$ cat src/rtl/shared_reg_arbiter_pkg.sv
// Shared types for the round-robin shared-counter arbiter.
package shared_reg_pkg;

  localparam int OP_W = 2;

  typedef enum logic [OP_W-1:0] {
    OP_READ  = 2'b00,
    OP_INC   = 2'b01,
    OP_LOAD  = 2'b10,
    OP_CLEAR = 2'b11
  } op_e;

  typedef enum logic {
    S_IDLE = 1'b0,
    S_EXEC = 1'b1
  } state_e;

endpackage

$ cat src/rtl/shared_reg_arbiter_rr_pick.sv
// Combinational round-robin picker: first set req bit scanning upward from ptr, with wrap.
module rr_pick #(
  parameter int N_REQ = 4,
  localparam int IDX_W = $clog2(N_REQ)
) (
  input  logic [N_REQ-1:0] req,
  input  logic [IDX_W-1:0] ptr,
  output logic             any,
  output logic [IDX_W-1:0] idx
);

  localparam int unsigned N = N_REQ;

  always_comb begin
    any = |req;
    idx = '0;
    // Walk offsets from farthest to nearest so the nearest set bit is written last.
    for (int unsigned k = N; k > 0; k--) begin
      int unsigned j;
      j = ((k - 1) + 32'(ptr)) % N;
      if (req[j]) idx = IDX_W'(j);
    end
  end

endmodule

$ cat src/rtl/shared_reg_arbiter.sv
// One WIDTH-bit counter shared by N_REQ requesters; round-robin grant, one op per two cycles.
module shared_reg_arbiter
  import shared_reg_pkg::*;
#(
  parameter int N_REQ = 4,
  parameter int WIDTH = 8
) (
  input  logic                     clock,
  input  logic                     reset,
  input  logic [N_REQ-1:0]         req,
  input  logic [OP_W*N_REQ-1:0]    req_op,
  input  logic [WIDTH*N_REQ-1:0]   req_data,
  output logic [N_REQ-1:0]         gnt,
  output logic                     rsp_valid,
  output logic [$clog2(N_REQ)-1:0] rsp_id,
  output logic [WIDTH-1:0]         rsp_data,
  output logic [WIDTH-1:0]         cnt_value
);

  localparam int IDX_W = $clog2(N_REQ);
  localparam logic [IDX_W-1:0] LAST = IDX_W'(N_REQ - 1);

  state_e           state;
  logic [IDX_W-1:0] rr_ptr;
  logic [IDX_W-1:0] w_id;
  op_e              op_q;
  logic [WIDTH-1:0] data_q;

  logic             pick_any;
  logic [IDX_W-1:0] pick_idx;
  op_e              sel_op;
  logic [WIDTH-1:0] sel_data;
  logic [WIDTH-1:0] next_val;

  rr_pick #(.N_REQ(N_REQ)) u_pick (
    .req (req),
    .ptr (rr_ptr),
    .any (pick_any),
    .idx (pick_idx)
  );

  always_comb begin
    sel_op   = OP_READ;
    sel_data = '0;
    for (int unsigned i = 0; i < N_REQ; i++) begin
      if (pick_idx == IDX_W'(i)) begin
        sel_op   = op_e'(req_op[OP_W*i +: OP_W]);
        sel_data = req_data[WIDTH*i +: WIDTH];
      end
    end
  end

  always_comb begin
    next_val = cnt_value;
    case (op_q)
      OP_READ:  next_val = cnt_value;
      OP_INC:   next_val = cnt_value + WIDTH'(1);
      OP_LOAD:  next_val = data_q;
      OP_CLEAR: next_val = '0;
      default:  next_val = cnt_value;
    endcase
  end

  always_ff @(posedge clock) begin
    if (reset) begin
      state     <= S_IDLE;
      rr_ptr    <= '0;
      w_id      <= '0;
      op_q      <= OP_READ;
      data_q    <= '0;
      gnt       <= '0;
      rsp_valid <= 1'b0;
      rsp_id    <= '0;
      rsp_data  <= '0;
      cnt_value <= '0;
    end else begin
      case (state)
        S_IDLE: begin
          rsp_valid <= 1'b0;
          if (pick_any) begin
            w_id   <= pick_idx;
            op_q   <= sel_op;
            data_q <= sel_data;
            gnt    <= N_REQ'(1) << pick_idx;
            rr_ptr <= (pick_idx == LAST) ? '0 : pick_idx + IDX_W'(1);
            state  <= S_EXEC;
          end else begin
            gnt <= '0;
          end
        end
        S_EXEC: begin
          cnt_value <= next_val;
          rsp_valid <= 1'b1;
          rsp_id    <= w_id;
          rsp_data  <= next_val;
          gnt       <= '0;
          state     <= S_IDLE;
        end
        default: state <= S_IDLE;
      endcase
    end
  end

endmodule

$ cat config.mk
export PLATFORM = sky130hd
export DESIGN_NAME = shared_reg_arbiter
export DESIGN_NICKNAME = d
export VERILOG_FILES = /design/src/rtl/shared_reg_arbiter_pkg.sv /design/src/rtl/shared_reg_arbiter_rr_pick.sv /design/src/rtl/shared_reg_arbiter.sv
export SDC_FILE = /design/constraint.sdc
export NUM_CORES = 1
export LEC_CHECK = 0
export BUFFER_PORTS_ARGS = -buffer_cell sky130_fd_sc_hd__buf_2
export CORE_ASPECT_RATIO = 1.1
export CORE_MARGIN = 5
export CORE_UTILIZATION = 50
export CTS_CLUSTER_DIAMETER = 120
export CTS_CLUSTER_SIZE = 30
export DETAILED_ROUTE_END_ITERATION = 6
export GPL_TIMING_DRIVEN = 0
export HOLD_SLACK_MARGIN = 0.03
export PLACE_DENSITY = 0.82
export SLEW_MARGIN = 10
export SYNTH_ARGS = -nofsm -noshare
export SYNTH_HDL_FRONTEND = slang
export SYNTH_HIERARCHICAL = 1
export SYNTH_SLANG_ARGS = --single-unit
$ cat constraint.sdc
create_clock -name clock -period 4.04 [get_ports clock]
set_clock_uncertainty 0.15 [all_clocks]
set_input_delay 1.01 -clock clock [delete_from_list [all_inputs] [get_ports clock]]
set_output_delay 1.01 -clock clock [all_outputs]
set_load 0.02 [all_outputs]
==> impl_metrics.py, run 1 <==
metrics = {
    "outcome": {
        "status": "finished, final reports clean",
    },
    "route": {
        "drtPass1Iterations": 4,
        "dr_total_vias": 1915,
        "drtIter0Drc": 131,
        "via_per_inst": 5.39,
        "wire_per_inst_um": 12.7,
        "drt_wl_total_um": 4510,
        "post-route-drc-count": 0,
        "detail-route-antenna-nets": 0,
    },
    "power_and_ir_drop": {
        "power_density_mw_per_mm2": 364,
        "p_total_uw": 794,
        "p_leak_uw": 0.00101,
        "peakVddDrop_mv": 0.190,
    },
    "synth": {
        "synth_area_mm2": 0.00174,
        "yosysWarnings": 6,
        "synth_area_leader_cell": "dfxtp_1",
        "netlist.area_leader.share_pct": 34.6,
        "syn_inst": 234,
        "ys_seq_area_share_pct": 34.6,
        "async_flop_share_pct": 0,
        "syn_area_per_cell_um2": 7.42,
        "synth-seq-cells": 30,
        "yosysUniqueCellTypes": 35,
        "dominantRegCellSynth": "dfxtp_1",
        "synth_fp_nets": 285,
        "synth_edf_count": 0,
        "yosys-top-cells-area": "dfxtp_1 35%, a21oi_1 10%, a221oi_1 6.6%",
    },
    "global_route": {
        "grt_max_degree": 11,
        "grt_remaining_overflow": 0,
        "grt_first_pass_wirelength_um": 7370,
        "antenna_found_initial": 0,
        "grt_pass1_vias": 1756,
        "grt.total_usage_pct": 19.1,
    },
    "cts": {
        "cts_buffers": 5,
        "cts_tree": "built",
        "htree_levels": 2,
        "ctsResizeCount": 0,
        "postCtsHoldBufs": 0,
        "clockBufferDepth": 2,
        "clkTransAtPathRegs_ns": 0.09,
        "cts_root_buf": "clkbuf_4",
        "cts_setup_buffers": 0,
        "clk_latency_ns": 0.33,
        "clock-sinks": 30,
    },
    "floorplan": {
        "core_area_mm2": 0.00336,
        "dieArea_mm2": 0.00475,
        "dieHeight_um": 71.8,
        "initial_core_util_pct": 51.7,
        "rows": 22,
        "ios": 69,
        "die_width_um": 66.2,
    },
    "critical_path": {
        "critPathSlowestCell": "nor2_1",
        "path_buf_inv": 3,
        "critPathMaxStageDelay_ns": 0.42,
        "cp_top_family": "simple AND/OR/NAND/NOR gates",
        "cp.required_ns": 4.09,
        "crit_fanout": 10,
        "r2r_slack_ns": 1.35,
        "critPathKind": "input pin to register",
        "startpoint": "req[1]",
        "crit_cells": 11,
        "reg2reg_depth": 9,
        "crit_end": "data_q[0]",
        "worstPathArrival_ns": 3.09,
        "worstSetupEndpointType": "register",
        "r2r-start": "rr_ptr[1]",
        "crit_chain": "buf_2 > nor3b_1 > a211oi_1 > nor2_1 > inv_1 > ha_1 > clkbuf_1 > a21oi_1 > o21ai_0 > a221oi_1 > nor3_1",
        "reg2reg_to": "data_q[0]",
        "crit_path_start_kind": "input pin",
    },
    "timing": {
        "period_minus_slack_ns": 3.03,
        "slew_headroom_pct": 65.4,
        "finalSetupViolations": 0,
        "tightest_slew_ns": 0.517,
        "timing.final.ws_setup_ns": 1.01,
        "fmax_ghz": 0.330,
        "tns_ns": 0,
        "hold_viol": 0,
        "finalMaxSlewViolations": 0,
        "grt_setup_unrepaired": "false",
        "post-route-period-util_pct": 75.0,
    },
    "placed_design": {
        "io_buffers": 67,
        "place_ws_ns": 0.714,
        "hpwl_um": 3540,
        "place_congestion": 0.930,
    },
    "finish": {
        "fillers": 340,
        "syn_to_final_growth_pct": 25.7,
        "drive_gt1_share_pct": 29.6,
        "n_antenna_cell": 0,
        "final_nets": 359,
        "layout_commonest_cell": "buf_2",
        "mostFrequentLayoutCells": "70 x buf_2, 36 x a21oi_1, 30 x dfxtp_1",
        "register_area_um2": 601,
        "multi_input_area_um2": 948,
    },
    "job": {
        "cap_violations": 0,
    },
    "worst_hold_path": {
        "hold_path.class": "register to register",
    },
}
==> registers in the layout (all words and copies together), names as in the netlist <==
name	flops
w_id	2
data_q	8
rsp_valid	1
op_q	2
state	1
rr_ptr	2
rsp_id	2
gnt	4
cnt_value	8
==> worst register-to-register path, stage by stage, from the launching register on <==
cell and delay, ns:
dfxtp_1 0.45, mux2i_1 0.13, a211oi_2 0.51, inv_1 0.20, ha_1 0.26, clkbuf_1 0.22, a21oi_1 0.17, o21ai_0 0.12
a221oi_1 0.29, nor3_1 0.08
==> final cells by class <==
cell class / count / share of cell area (%)
clock buffers: 6 / 2.35
flip-flops and latches: 30 / 27.5
inverters: 16 / 2.75
repair buffers: 67 / 15.4
plain buffers: 24 / 5.85
multi-input cells: 164 / 43.4
well taps: 48 / 2.75
==> layer usage <==
| layer | global-route usage [%] | vias up | wire [µm] | share of wire (%) |
|---|---|---|---|---|
| li1 | - | 974 | - | - |
| met1 | 23.1 | 842 | 1940 | 43 |
| met2 | 32.9 | 89 | 2120 | 47 |
| met3 | 3.92 | 10 | 375 | 8.3 |
| met4 | 7.22 | 0 | 79 | 1.8 |
| met5 | 0 | - | 0 | 0 |
==> stage by stage <==
| stage | instance area, µm² | utilization [%] | hold slack [ns] | std cells |
|---|---|---|---|---|
| after floorplan | 1740 | - | 0.286 | 234 |
| after global placement | 2130 | 63.5 | 0.293 | 349 |
| after detailed placement | 2130 | 63.5 | 0.307 | 349 |
| after CTS | 2180 | 65.0 | 0.320 | 355 |
| after global routing | 2180 | 65.0 | 0.345 | 355 |
| final | 2180 | 65.0 | 0.315 | 355 |
==> cells by family (layout without fill, tap and decap cells) <==
kind of cell    after synthesis  in the layout  share of synthesized area, %
buf+inv                      40            113                          10.8
compound gates               78             78                          27.8
fa+ha+maj                     5              5                          3.60
simple gates                 78             78                          21.5
mux                           3              3                          1.73
flops                        30             30                          34.6
==> synthesized netlist by cell type, types with 3 or more instances <==
library cell and count:
a211oi_1 4, a21oi_1 36, a221oi_1 13, buf_2 3, buf_4 9, clkbuf_1 11
dfxtp_1 30, ha_1 5, inv_1 15, mux2i_1 3, nand2_1 21, nand2b_1 5
nor2_1 23, nor2b_1 3, nor3_1 11, nor4_1 3, o21ai_0 17
==> power breakdown <==
group | leakage [µW] | switching (µW) | internal, µW
Sequential | 0.000246 | 26.0 | 326
Combinational | 0.000738 | 158 | 111
Clock | 0.0000302 | 95.6 | 78.2
Total | 0.00101 | 279 | 515
==> worst min path at each step <==
| stage | cells past startpoint | startpoint | slack, ns | end |
|---|---|---|---|---|
| after CTS | 2 | w_id[1] | 0.32 | w_id[1] |
| after global placement | 2 | w_id[0] | 0.29 | w_id[0] |
| after global routing | 2 | w_id[1] | 0.35 | w_id[1] |
| after detailed placement | 2 | w_id[0] | 0.31 | w_id[0] |
| after floorplan | 2 | w_id[0] | 0.29 | w_id[0] |
| final | 2 | w_id[0] | 0.32 | w_id[0] |
(Power assumes the default switching activity.)
==> inputs of run 2 (changes only) <==
- ABC_AREA: not set -> 1
- CORE_UTILIZATION: 50 -> 49
- PLACE_DENSITY: 0.82 -> 0.79
- clock period: 4.04 -> 3.2 ns (I/O delays scaled with it)
==> impl_metrics.py, run 2 <==
metrics = {
    "critical_path": {
        "worstSetupEndpointType": "register",
        "crit_fanout": 10,
        "cp.required_ns": 3.27,
        "critPathKind": "input pin to register",
        "worstPathArrival_ns": 2.67,
        "crit_path_start_kind": "input pin",
    },
    "power_and_ir_drop": {
        "power_density_mw_per_mm2": 976,
        "sw_frac_of_total_pct": 48.8,
        "p_clk_share_pct": 12.1,
        "p_leak_uw": 0.00118,
        "combPwrFrac_pct": 61.0,
        "p_int_uw": 1180,
        "p_sw_uw": 1120,
        "p_seq_share_pct": 26.8,
        "peakVddDrop_mv": 0.785,
    },
    "placed_design": {
        "dp_cells": 389,
        "hpwl_um": 3450,
        "io_buffers": 68,
        "place_congestion": 0.785,
    },
    "cts": {
        "htree_levels": 2,
        "cts_buffers": 5,
        "clk_latency_ns": 0.29,
        "postCtsHoldBufs": 0,
        "cts_setup_buffers": 0,
        "clkTransAtPathRegs_ns": 0.07,
        "cts_root_buf": "clkbuf_8",
        "cts_tree": "built",
        "clockBufferDepth": 2,
        "clock-sinks": 30,
        "ctsResizeCount": 0,
    },
    "floorplan": {
        "die_width_um": 69.0,
        "core_area_mm2": 0.00368,
        "rows": 23,
        "ios": 69,
        "dieArea_mm2": 0.00517,
        "dieHeight_um": 74.9,
        "initial_core_util_pct": 51.0,
    },
    "route": {
        "wire_per_inst_um": 10.8,
        "dr_total_vias": 1949,
        "via_per_inst": 4.92,
        "drtIter0Drc": 166,
        "post-route-drc-count": 0,
        "drtPass1Iterations": 4,
        "detail-route-antenna-nets": 0,
        "drt_wl_total_um": 4270,
    },
    "synth": {
        "synthAdderAreaFrac_pct": 3.33,
        "ys_seq_area_share_pct": 32.0,
        "synth_area_mm2": 0.00188,
        "synth_fp_nets": 322,
        "synth_top_family_by_area": "simple AND/OR/NAND/NOR gates",
        "syn_area_per_cell_um2": 6.93,
        "synthTopCellsByCount": "59 x nand2_1, 39 x a21oi_1, 30 x dfxtp_1",
        "async_flop_share_pct": 0,
        "yosysMostFrequentCell": "nand2_1",
        "netlist.area_leader.share_pct": 32.0,
        "syn_inst": 271,
        "synth-xor-area-share_pct": 0,
        "synth-seq-cells": 30,
        "dominantRegCellSynth": "dfxtp_1",
        "yosysUniqueCellTypes": 26,
        "synth_edf_count": 0,
        "synthMuxAreaShare_pct": 0,
        "yosys.area_share.simple_pct": 28.4,
        "synth_area_leader_cell": "dfxtp_1",
        "yosysWarnings": 6,
        "synth_compound_area_share_pct": 25.7,
        "yosys-top-cells-area": "dfxtp_1 32%, nand2_1 12%, a21oi_1 10%",
    },
    "finish": {
        "drive_gt1_share_pct": 36.1,
        "n_antenna_cell": 0,
        "top_regs": "cnt_value x8, data_q x8, gnt x4",
        "layout_commonest_cell": "buf_2",
        "final_nets": 397,
        "syn_to_final_growth_pct": 25.5,
        "fillers": 361,
        "final_cells": 396,
        "mostFrequentLayoutCells": "70 x buf_2, 59 x nand2_1, 39 x a21oi_1",
    },
    "timing": {
        "fmax_ghz": 0.384,
        "finalMaxSlewViolations": 0,
        "slew_headroom_pct": 72.9,
        "tns_ns": 0,
        "tightest_slew_ns": 0.407,
        "finalSetupViolations": 0,
        "grt_setup_unrepaired": "false",
        "hold_viol": 0,
        "post-route-period-util_pct": 81.5,
        "period_minus_slack_ns": 2.61,
    },
    "worst_hold_path": {
        "hold_path.class": "register to register",
    },
    "global_route": {
        "grt.total_usage_pct": 17.6,
        "grt_remaining_overflow": 0,
        "antenna_found_initial": 0,
        "grt_max_degree": 11,
        "grt_first_pass_wirelength_um": 7290,
        "grt_pass1_vias": 1758,
    },
    "job": {
        "cap_violations": 0,
    },
    "outcome": {
        "status": "finished, final reports clean",
    },
}
[run 2: final timing paths]
path,slack [ns],from,cells after the start,to
max,0.59,req[2],17,data_q[5]
min,0.32,data_q[1],2,cnt_value[1]
min reg2reg,0.32,data_q[1],2,cnt_value[1]
max reg2reg,0.66,rr_ptr[0],15,data_q[5]
[run 2: cells by family after synthesis]
family                     Yosys count
DFF                                 30
AOI/OAI and AO/OA                   77
buffers and inverters               41
adders and majority gates            5
and+or+nand+nor                    118
[run 2: cell type report]
class	count	area (µm²)	area share [%]
plain buffers	16	104	4.41
clock buffers	7	76.3	3.24
repair buffers	68	340	14.4
flip-flops and latches	30	601	25.5
multi-input cells	200	1080	45.8
well taps	50	62.6	2.66
inverters	25	93.8	3.98
[run 2: critical path: stages]
cell and delay [ns]:
buf_2 0.10, inv_1 0.08, nand2_1 0.05, nand2_1 0.11, nand2_2 0.05, nand2_1 0.07, nand3_1 0.08, nand3_1 0.07
nand2_1 0.13, inv_1 0.20, ha_1 0.18, inv_1 0.04, nor2_2 0.29, nand2_1 0.11, nand2_1 0.08, nand3_1 0.09
a21oi_2 0.13
[run 2: per-stage QoR]
step	utilization (%)	hold slack (ns)	cell area, µm²	total power, µW	setup slack [ns]
2_1_floorplan	-	0.293	1880	1720	0.752
5_1_grt	64.0	0.347	2360	2540	0.366
4_1_cts	64.0	0.317	2360	2320	0.621
3_3_place_gp	61.9	0.307	2280	2000	0.379
6_report	64.0	0.317	2360	2300	0.593
3_5_place_dp	61.9	0.317	2280	2020	0.343
[run 2: power groups by stage]
stage | logic [µW] | registers (µW) | clock network, µW
floorplan | 1060 | 653 | 0
global placement | 1380 | 623 | 0
detailed placement | 1400 | 625 | 0
CTS | 1410 | 617 | 289
global route | 1590 | 636 | 308
finish | 1400 | 617 | 279
[run 2: routing by layer]
layer	global-route usage, %	vias to the layer above	routed length, µm
li1	-	1050	-
met1	19.9	827	1940
met2	29.2	66	1880
met3	6.41	6	364
met4	9.98	0	87
met5	0	-	0
